### src/rtl/gpio_handover.sv
// rtl/gpio_handover.sv - per-pin tristate blanking on GPIO owner handover
// Each pin holds its pad tristated for BLANK_CYCLES edges after its owner code last changed.
module gpio_handover #(
    parameter int NUM_PINS     = 38,
    parameter int SEL_W        = 4,
    parameter int BLANK_CYCLES = 8
) (
    input  logic                      clk,
    input  logic                      nrst,
    input  logic [NUM_PINS*SEL_W-1:0] pin_sel,
    input  logic [NUM_PINS-1:0]       mux_out,
    input  logic [NUM_PINS-1:0]       mux_oeb,
    output logic [NUM_PINS-1:0]       pad_out,
    output logic [NUM_PINS-1:0]       pad_oeb,
    output logic [NUM_PINS-1:0]       busy,
    output logic [NUM_PINS-1:0]       done,
    output logic [15:0]               handover_cnt
);

    typedef enum logic {IDLE, BLANK} state_t;

    localparam logic [7:0] RELOAD = 8'(BLANK_CYCLES - 1);

    logic [NUM_PINS-1:0] enter;

    for (genvar gi = 0; gi < NUM_PINS; gi++) begin : g_pin
        state_t           state;
        logic [SEL_W-1:0] sel_q;
        logic [7:0]       cnt;
        logic             out_q;
        logic             oeb_q;
        logic             busy_q;
        logic             done_q;
        logic             change;
        logic             next_blank;

        assign change     = pin_sel[gi*SEL_W +: SEL_W] != sel_q;
        // Pad is forced off whenever the pin will be in BLANK after this edge.
        assign next_blank = change || (state == BLANK && cnt != 8'd0);
        assign enter[gi]  = change && (state == IDLE);

        always_ff @(posedge clk or negedge nrst) begin
            if (!nrst) begin
                state  <= IDLE;
                sel_q  <= '0;
                cnt    <= '0;
                out_q  <= 1'b0;
                oeb_q  <= 1'b1;
                busy_q <= 1'b0;
                done_q <= 1'b0;
            end else begin
                out_q  <= ~next_blank & mux_out[gi];
                oeb_q  <= next_blank | mux_oeb[gi];
                busy_q <= next_blank;
                done_q <= 1'b0;
                if (change) begin
                    state <= BLANK;
                    cnt   <= RELOAD;
                    sel_q <= pin_sel[gi*SEL_W +: SEL_W];
                end else if (state == BLANK) begin
                    if (cnt != 8'd0) begin
                        cnt <= cnt - 8'd1;
                    end else begin
                        state  <= IDLE;
                        done_q <= 1'b1;
                    end
                end
            end
        end

        assign pad_out[gi] = out_q;
        assign pad_oeb[gi] = oeb_q;
        assign busy[gi]    = busy_q;
        assign done[gi]    = done_q;
    end

    // Simultaneous entries on several pins are one handover event.
    always_ff @(posedge clk or negedge nrst) begin
        if (!nrst) begin
            handover_cnt <= '0;
        end else if (|enter && handover_cnt != 16'hFFFF) begin
            handover_cnt <= handover_cnt + 16'd1;
        end
    end

endmodule

### config.mk
export PLATFORM = sky130hd
export DESIGN_NAME = gpio_handover
export DESIGN_NICKNAME = d
export VERILOG_FILES = /design/src/rtl/gpio_handover.sv
export SDC_FILE = /design/constraint.sdc
export NUM_CORES = 1
export LEC_CHECK = 0
export BUFFER_PORTS_ARGS = -buffer_cell sky130_fd_sc_hd__buf_2
export CAP_MARGIN = 10
export CORE_MARGIN = 2
export CORE_UTILIZATION = 40
export CTS_CLUSTER_DIAMETER = 80
export DETAILED_ROUTE_END_ITERATION = 10
export GPL_ROUTABILITY_DRIVEN = 0
export PLACE_DENSITY_LB_ADDON = 0.15
export SETUP_SLACK_MARGIN = 0.4
export SYNTH_ARGS = -nofsm -noshare
export SYNTH_HDL_FRONTEND = slang
export SYNTH_SLANG_ARGS = --single-unit
### constraint.sdc
create_clock -name clk -period 3.3 [get_ports clk]
set_clock_uncertainty 0.15 [all_clocks]
set_input_delay 0.495 -clock clk [delete_from_list [all_inputs] [get_ports clk]]
set_output_delay 0.495 -clock clk [all_outputs]
set_load 0.02 [all_outputs]
==> impl_results.md <==
* Slew margin rel. at 0.579
* Hold Path Stages at 4
* Die X at 267 microns
* Reg2Reg Depth at 8
* Post-synth EDFFs at 0
* I/O Buffers at 397
* Post-Syn Nets at 2,819
* Mapped Area at 27,800 sq um
* Post-synthesis sequential area ratio at 0.564
* F_max at 344 MHz
* Sum Neg Setup Slack at 0 ns
* CTS root buffer: clkbuf_16
* Placed cell areas at 29,600 sq um
* H-tree depth at 3
* Gr usage total at 0.173
* Hold/Removal Path Class: in -> reg
* HPWL after detailed placement at 43,700 microns
* CTS tree: built
* Clk buf depth at 3
* Nets@finish at 3,255
* First-pass GRT wire length at 101,000 microns
* Worst path arrival time at 3.24 ns
* Final core occ at 0.508
* Ys Warns at 0
* Place WS at -0.211 ns
* CP Launch Type: input pin
* Area Growth Syn to Fin at 25.7%
* Starting density of the core at 0.404
* Fin Hold WS at 0.188 ns
* Via-to-Cell Ratio at 4.81
* Total power at 16.7 mW
* Yosys cell types at 44
* Grt ovf at 0
* Antenna violations before repair at 3
* Cells after synthesis at 2,550
* Number of routed nets with antenna violations at 0
* Num CTS Buffers at 72
* Mapped Avg Cell Area at 10.9 sq um
* DRC at 0
* Async SR Flop Fraction at 1.00
* Leakage at 15.1 nW
* Crit Path Max Fanout at 4
* Share of cells above drive strength 1 at 0.242
* Peak supply drop at 0.000389 V
* Final worst slack at 0.393 ns
* Die ar. at 71,500 sq um
* Setup CP Type: in -> reg
* Via count at 19.1k
* Final Slew Violations at 0
* Chip Height at 267 microns
* Diodes inserted at 0
* Max Cap Viol at 0
* Status: finished, final reports clean
* CP endpoint kind: flip-flop
* Crit path required time at 3.63 ns
* Power per cell area at 479 nW/um^2
* Largest net degree at the start of global routing at 95
* Fin cells at 3,976
* Pint at 12.9 mW
* Ys flop type: dfrtp_1
* Register bit total from synthesis at 624
* Clk pwr share at 0.465
* Drt pass-1 iters at 4
* Finished Cell Area at 34,900 sq um
* Sequential power share at 0.470
* Top-Level Pins at 398
* Final Hold Vio Count at 0
* DRT iter0 DRCs at 881
* Routed wire per std cell at 15.6 microns
* Later-pin clock latency in the skew report at 0.60 ns
* Final setup vio count at 0
* Vias in the first global route at 20.1k
* Logic pwr share at 0.065
* Psw at 3.79 mW
* Period Utilization, post-route at 0.881
* Tmin final at 2.91 ns
* Core area at 68,700 sq um
* Final WL at 61,900 microns
* Cells after DPL at 3,603
* Clk slew on worst S/H paths at 0.06 ns
* RSZ-0062 raised after global routing: true
* Clk sinks at 624
* Row Count at 96
* Net Sw Frac at 0.227
* Worst-margin pin slew at 0.625 ns
-- cell usage after synthesis (4+ instances only) --
| cell type | instances | area share |
|---|---|---|
| and4_1 | 39 | 0.012 |
| nand3b_1 | 28 | 0.0076 |
| a41oi_1 | 12 | 0.0038 |
| dfstp_2 | 38 | 0.036 |
| nor2_1 | 206 | 0.028 |
| a2111oi_0 | 4 | 0.0013 |
| or2_2 | 42 | 0.0095 |
| ha_1 | 39 | 0.018 |
| nand3_1 | 15 | 0.0027 |
| a21oi_1 | 39 | 0.0070 |
| nor4b_1 | 31 | 0.0098 |
| clkbuf_1 | 164 | 0.022 |
| dfrtp_1 | 586 | 0.53 |
| nor4_1 | 51 | 0.011 |
| buf_4 | 153 | 0.041 |
| or4_1 | 33 | 0.0089 |
| o211ai_1 | 40 | 0.011 |
| inv_1 | 85 | 0.011 |
| and3_1 | 76 | 0.017 |
| o22ai_1 | 11 | 0.0025 |
| o21ai_0 | 39 | 0.0070 |
| nand2_1 | 167 | 0.023 |
| xnor2_1 | 329 | 0.10 |
| nor3_1 | 70 | 0.013 |
| xor2_1 | 61 | 0.019 |
| buf_2 | 11 | 0.0020 |
| nand4_1 | 47 | 0.011 |
| or3_1 | 79 | 0.018 |
| nand2b_1 | 32 | 0.0072 |
-- area by class of cell --
type	instances	area, sq um
fillers	6094	33800
flip-flops and latches	624	15700
multi-input cells	1512	10600
repair buffers	691	4880
clock buffers	110	2070
well taps	931	1160
inverters	85	319
clock inverters	23	244
-- power groups by stage --
| stage | combinational, mW | clock (mW) | sequential, mW |
|---|---|---|---|
| floorplan | 0.396 | 0 | 7.96 |
| global placement | 0.787 | 0 | 7.97 |
| detailed placement | 0.813 | 0 | 7.97 |
| CTS | 1.05 | 8.04 | 7.84 |
| global route | 1.21 | 8.37 | 7.86 |
| finish | 1.09 | 7.77 | 7.85 |
-- logic make-up after synthesis --
logic type	Yosys count	share of synthesized area
DFF	624	0.564
buffers and inverters	414	0.0772
and+or+nand+nor	928	0.182
adders and majority gates	39	0.0176
AOI/OAI and AO/OA	153	0.0350
xor gates and xnor gates	390	0.123
muxes	2	0.000811
-- sequential cells by signal, indices dropped and copies added (netlist names) --
register,flops
g_pin.out_q,38
handover_cnt,16
g_pin.oeb_q,38
g_pin.done_q,38
g_pin.busy_q,38
g_pin.cnt,304
g_pin.sel_q,152
-- worst max-delay path: stages --
cell	delay [ns]
dlygate4sd3_1	0.55
buf_2	0.15
xnor2_2	0.14
and4_1	0.30
o22ai_4	0.11
or4_4	0.58
nor4_4	0.37
buf_4	0.20
nor4b_4	0.05
mux2_4	0.30
-- final timing paths --
kind                                     from               end  slack, ns
setup / recovery                 pin_sel[130]  handover_cnt[12]       0.39
hold / removal                   pin_sel[105]  g_pin[26].cnt[3]       0.19
setup reg to reg           g_pin[32].sel_q[3]  handover_cnt[12]       0.50
hold reg to reg              g_pin[36].cnt[7]  g_pin[36].done_q       0.34
max in group asynchronous                nrst  g_pin[13].cnt[7]       1.66
min in group asynchronous                nrst  g_pin[22].cnt[7]       0.30
-- metal layers --
metal,global-route usage,vias to the layer above,part of all wire
met5,0,-,0.00050
met4,0.0470,6,0.018
met3,0.0482,85,0.061
met2,0.288,360,0.49
met1,0.221,9403,0.44
li1,-,9269,-
-- timing repair --
action,4_1_cts,5_1_grt
endpoints found under the setup margin,16,16
hold buffers,229,0
setup buffers,3,8
gates resized for setup,25,72
hold endpoints to repair,269,0
gates cloned,0,0
pin swaps,5,24
-- cell usage in the layout (no fill, tap or decap), drive strengths merged, types with 40 or more instances in the layout --
| master | n |
|---|---|
| and3 | 76 |
| buf | 462 |
| clkbuf | 110 |
| dfrtp | 586 |
| dlygate4sd3 | 229 |
| inv | 89 |
| nand2 | 167 |
| nand4 | 47 |
| nor2 | 206 |
| nor3 | 70 |
| nor4 | 52 |
| o211ai | 40 |
| or2 | 43 |
| or3 | 79 |
| xnor2 | 329 |
| xor2 | 61 |
Power figures use the tool's default switching activity.
